<file path="src/rtl/rsa_pkg.sv">
// Shared constants for the RSA datapath: BRAM geometry and write-requester identities.
package rsa_pkg;

  localparam int BRAM_ABITS = 8;
  localparam int BRAM_DBITS = 256;

  typedef enum logic {
    REQ_MONEXP = 1'b0,
    REQ_LOADER = 1'b1
  } req_id_e;

endpackage

</file>
<file path="src/rtl/bram_wr_slot.sv">
// Single-entry holding slot for one BRAM write requester.
// The slot can be refilled on the same edge that its current contents are granted.
module bram_wr_slot
  import rsa_pkg::*;
#(
  parameter int ABITS = BRAM_ABITS,
  parameter int DBITS = BRAM_DBITS
) (
  input  logic             clk,
  input  logic             rst,
  input  logic             valid,
  input  logic [ABITS-1:0] addr,
  input  logic [DBITS-1:0] data,
  input  logic             grant,
  output logic             ready,
  output logic             full,
  output logic [ABITS-1:0] slot_addr,
  output logic [DBITS-1:0] slot_data
);

  assign ready = !full || grant;

  always_ff @(posedge clk or posedge rst) begin
    if (rst) begin
      full      <= 1'b0;
      slot_addr <= '0;
      slot_data <= '0;
    end else if (valid && ready) begin
      full      <= 1'b1;
      slot_addr <= addr;
      slot_data <= data;
    end else if (grant) begin
      full      <= 1'b0;
    end
  end

endmodule

</file>
<file path="src/rtl/bram_wr_arbiter.sv">
// Merges the exponentiator and serial-loader write streams onto the single BRAM write port.
// Each requester owns a one-deep slot; ties between full slots alternate round-robin.
module bram_wr_arbiter
  import rsa_pkg::*;
#(
  parameter int ABITS = BRAM_ABITS,
  parameter int DBITS = BRAM_DBITS
) (
  input  logic             clk,
  input  logic             rst,
  input  logic             req0_valid,
  output logic             req0_ready,
  input  logic [ABITS-1:0] req0_addr,
  input  logic [DBITS-1:0] req0_data,
  input  logic             req1_valid,
  output logic             req1_ready,
  input  logic [ABITS-1:0] req1_addr,
  input  logic [DBITS-1:0] req1_data,
  output logic             wr_en,
  output logic [ABITS-1:0] wr_addr,
  output logic [DBITS-1:0] wr_data,
  output logic             busy
);

  logic             full0, full1;
  logic             grant0, grant1;
  logic [ABITS-1:0] slot0_addr, slot1_addr;
  logic [DBITS-1:0] slot0_data, slot1_data;
  req_id_e          rr_last;

  bram_wr_slot #(.ABITS(ABITS), .DBITS(DBITS)) u_slot0 (
    .clk       (clk),
    .rst       (rst),
    .valid     (req0_valid),
    .addr      (req0_addr),
    .data      (req0_data),
    .grant     (grant0),
    .ready     (req0_ready),
    .full      (full0),
    .slot_addr (slot0_addr),
    .slot_data (slot0_data)
  );

  bram_wr_slot #(.ABITS(ABITS), .DBITS(DBITS)) u_slot1 (
    .clk       (clk),
    .rst       (rst),
    .valid     (req1_valid),
    .addr      (req1_addr),
    .data      (req1_data),
    .grant     (grant1),
    .ready     (req1_ready),
    .full      (full1),
    .slot_addr (slot1_addr),
    .slot_data (slot1_data)
  );

  // On a tie the requester that did not win last time takes the port.
  always_comb begin
    grant0 = full0;
    grant1 = full1;
    if (full0 && full1) begin
      grant0 = (rr_last == REQ_LOADER);
      grant1 = (rr_last == REQ_MONEXP);
    end
  end

  always_ff @(posedge clk or posedge rst) begin
    if (rst) begin
      wr_en   <= 1'b0;
      wr_addr <= '0;
      wr_data <= '0;
      rr_last <= REQ_LOADER;
    end else begin
      wr_en <= grant0 || grant1;
      if (grant0) begin
        wr_addr <= slot0_addr;
        wr_data <= slot0_data;
        rr_last <= REQ_MONEXP;
      end else if (grant1) begin
        wr_addr <= slot1_addr;
        wr_data <= slot1_data;
        rr_last <= REQ_LOADER;
      end
    end
  end

  assign busy = full0 || full1 || wr_en;

endmodule

</file>
<file path="config.mk">
export PLATFORM = sky130hd
export DESIGN_NAME = bram_wr_arbiter
export DESIGN_NICKNAME = d
export VERILOG_FILES = /design/src/rtl/rsa_pkg.sv /design/src/rtl/bram_wr_slot.sv /design/src/rtl/bram_wr_arbiter.sv
export SDC_FILE = /design/constraint.sdc
export NUM_CORES = 2
export LEC_CHECK = 0
export ABC_AREA = 0
export CORE_AREA = 5 5 305 307
export CTS_CLUSTER_SIZE = 28
export DETAILED_ROUTE_END_ITERATION = 7
export DIE_AREA = 0 0 310 312
export PLACE_DENSITY = 0.71
export RECOVER_POWER = 100
export SLEW_MARGIN = 20
export SYNTH_ARGS = -nofsm -noshare
export SYNTH_HDL_FRONTEND = slang
export SYNTH_SLANG_ARGS = --single-unit
</file>
<file path="constraint.sdc">
create_clock -name clk -period 30 [get_ports clk]
set_input_delay 6 -clock clk [delete_from_list [all_inputs] [get_ports clk]]
set_output_delay 6 -clock clk [all_outputs]
set_load 0.005 [all_outputs]
</file>
==> flow_metrics.py <==
metrics = {
    "clock_tree": {
        "clk_latency_ns": 0.66,
        "cts_resized": 0,
        "htree_levels": 3,
        "cts_root_buffer": "clkbuf_16",
        "numCtsBuffers": 87,
        "cts_tree": "done",
        "clkTransAtPathRegs_ns": 0.06,
        "cts_sinks": 796,
        "post-cts-setup-buffer-count": 0,
        "postCtsHoldBufs": 0,
        "clock_path_buffers": 3,
    },
    "placement": {
        "dpl_cell_area_um2": 40400,
        "dp_hpwl_um": 63100,
        "place_congestion": 0.793,
        "portBuffers": 799,
        "place_ws_ns": 20.84,
    },
    "hold_path": {
        "min_delay_worst_endpoint": "u_slot0.slot_data[246]",
        "whs_path_depth": 1,
        "worst_hold_startpoint": "u_slot0.slot_data[246]",
        "hold_class": "register to register",
    },
    "floorplanning": {
        "num_rows": 110,
        "die_h_um": 312,
        "die_w_um": 310,
        "start_util_pct": 35.3,
        "die_area_um2": 96700,
        "io_pins": 800,
        "coreArea_um2": 89700,
    },
    "pwr": {
        "p_per_area_nw_per_um2": 91.0,
        "peakVddDrop_v": 0.0000560,
        "sw_frac_of_total_pct": 28.9,
        "power_frac_seq_pct": 42.2,
        "leakage_nw": 17.0,
        "p_comb_share_pct": 29.8,
        "clkPwrFrac_pct": 28.0,
        "p_int_w": 0.00280,
        "p_sw_w": 0.00114,
    },
    "detailed_routing": {
        "routedWlPerCell_um": 23.7,
        "routed_wl_um": 96200,
        "ant_nets": 0,
        "drcViolationCount": 0,
        "via_count": 21133,
        "first_pass_iters": 5,
        "drtIter0Drc": 1629,
        "avgViaCountPerCell": 5.21,
    },
    "timing": {
        "drv_slew": 1415,
        "worst_pin_slew_ns": 8.05,
        "slew_headroom_pct": -437,
        "finalCriticalPeriod_ns": 17.03,
        "rsz0062_at_grt": "false",
        "final-setup-viol-count": 0,
        "final-hold-violation-count": 0,
        "skew_ns": 0.0286,
        "setup_tns_ns": 0,
        "fin_crit_sh_pct": 56.8,
        "fmax_ghz": 0.0587,
        "post-route-worst-setup-slack_ns": 12.97,
    },
    "final_layout": {
        "postLayoutCellArea_um2": 43200,
        "fin_nets": 3323,
        "layout-drive-gt1-share_pct": 32.3,
        "syn_to_final_growth_pct": 36.4,
        "fin_util_pct": 48.2,
    },
    "global_route": {
        "grt_max_degree": 176,
        "grt_pass1_vias": 22461,
        "gr-total-overflow": 0,
        "grt_pass1_wl_um": 144000,
        "antenna_found_initial": 19,
        "track_usage_pct": 19.2,
    },
    "synthesis": {
        "yosys_warnings": 0,
        "synth_cells": 2049,
        "syn_area_per_cell_um2": 15.5,
        "syn_nets": 2581,
        "netlist_area_um2": 31700,
        "synth_cell_types": 22,
        "ys_ff_latch": 796,
        "synth_seq_area_share_pct": 62.8,
    },
    "outcome": {
        "violations": "max-capacitance violations, max-slew violations",
        "status": "finished with violations",
    },
    "critical_path": {
        "r2r-end": "u_slot1.slot_data[190]",
        "critical_path_arrival_ns": 15.76,
        "cp.required_ns": 28.73,
        "cpPeakStageDelay_ns": 5.81,
        "cp_max_fo": 154,
        "ff2ff_setup_slack_ns": 17.25,
        "crit_type": "input port to asynchronous set/reset pin",
        "reg2reg_depth": 6,
        "crit_path_end_kind": "asynchronous set/reset pin",
        "startpoint_type": "input port",
        "path_delay_family": "buffers and inverters",
        "worstReg2RegStart": "u_slot0.full",
        "crit_chain": "dlygate4sd3_1, clkinvlp_2, clkbuf_1",
        "crit_buf_inv": 3,
        "critPathSlowestCell": "clkbuf_1",
    },
    "flow_run": {
        "drv_cap": 21,
    },
}
==> cells by family after synthesis <==
group           share of synthesized area, %
flops                                   62.8
mux                                     18.9
simple gates                            5.39
compound gates                          9.40
buf+inv                                 3.46
==> layout by cell type (no fill, tap or decap), types with 3 or more instances in the layout <==
cell,synthesis,layout
buf_4,48,11
bufinv_16,0,7
clkbuf_1,69,41
clkbuf_16,0,88
clkbuf_8,0,20
clkdlybuf4s50_1,0,529
clkinv_2,0,12
clkinv_8,0,3
dfrtp_1,795,794
diode_2,0,14
dlygate4sd3_1,0,270
mux2_1,21,22
mux2_2,511,510
nand2_1,3,3
nor2_1,8,8
o221a_2,260,260
o22ai_1,4,4
or3_1,261,261
==> worst max-delay path by stage <==
stage               slack (ns)                     to  depth (start not counted)         start
detailed placement       20.84           u_slot0.full                          4           rst
CTS                      20.56             req1_ready                          3  u_slot0.full
global placement         20.81           u_slot0.full                          4           rst
floorplan                 1.65           u_slot0.full                          1           rst
finish                   12.97            wr_data[19]                          3           rst
global route             10.49  u_slot0.slot_data[19]                          3           rst
==> sequential cells by signal, indices dropped and copies added (netlist names) <==
signal,flops
u_slot0.slot_data,256
u_slot1.slot_data,256
wr_data,256
u_slot0.slot_addr,8
u_slot1.slot_addr,8
wr_addr,8
rr_last,1
u_slot0.full,1
u_slot1.full,1
wr_en,1
==> cell type report <==
cell class	count	area (um2)
Antenna cell	14	35.0
Clock buffer	132	2570
Clock inverter	29	389
Fill cell	7771	46500
Inverter	2	8.76
Multi-Input combinational cell	1076	10700
Sequential cell	796	19900
Tap cell	1176	1470
Timing Repair Buffer	828	8160
==> power by group through the flow <==
| stage | sequential, W | combinational [W] | clock (W) |
|---|---|---|---|
| floorplan | 0.00163 | 0.000626 | 0 |
| global placement | 0.00167 | 0.00121 | 0 |
| detailed placement | 0.00168 | 0.00123 | 0 |
| CTS | 0.00167 | 0.00124 | 0.00113 |
| global route | 0.00170 | 0.00125 | 0.00117 |
| finish | 0.00166 | 0.00117 | 0.00110 |
==> synth_stat cells <==
| cell | n | area, um2 |
|---|---|---|
| dfstp_2 | 1 | 26.3 |
| nand3b_2 | 1 | 11.3 |
| buf_2 | 27 | 135 |
| or2_2 | 1 | 6.26 |
| o22ai_1 | 4 | 25.0 |
| buf_1 | 2 | 7.51 |
| or3_1 | 261 | 1630 |
| o21a_1 | 1 | 7.51 |
| dfrtp_1 | 795 | 19900 |
| inv_1 | 2 | 7.51 |
| mux2_2 | 511 | 5750 |
| o221a_2 | 260 | 2930 |
| clkbuf_1 | 69 | 259 |
| nand3_1 | 1 | 5.00 |
| nand2_1 | 3 | 11.3 |
| nand2b_1 | 2 | 12.5 |
| a21bo_2 | 1 | 10.0 |
| buf_6 | 29 | 327 |
| o21ai_2 | 1 | 8.76 |
| nor2_1 | 8 | 30.0 |
| buf_4 | 48 | 360 |
| mux2_1 | 21 | 236 |
==> through the flow <==
stage | cells | hold slack, ns | total power (W)
6_report | 4053 | 0.496 | 0.00393
4_1_cts | 4039 | 0.499 | 0.00403
3_3_place_gp | 3878 | 0.475 | 0.00288
3_5_place_dp | 3878 | 0.486 | 0.00291
5_1_grt | 4053 | 0.514 | 0.00413
2_1_floorplan | 2049 | 0.465 | 0.00225
==> layer usage <==
metal,GRT usage (%),share of wire (%),vias to the layer above
met5,0,0.076,-
met4,6.60,2.6,10
met3,5.81,8.5,133
met2,31.4,49,762
met1,24.3,40,10981
li1,-,-,9247
(Power assumes the default switching activity.)
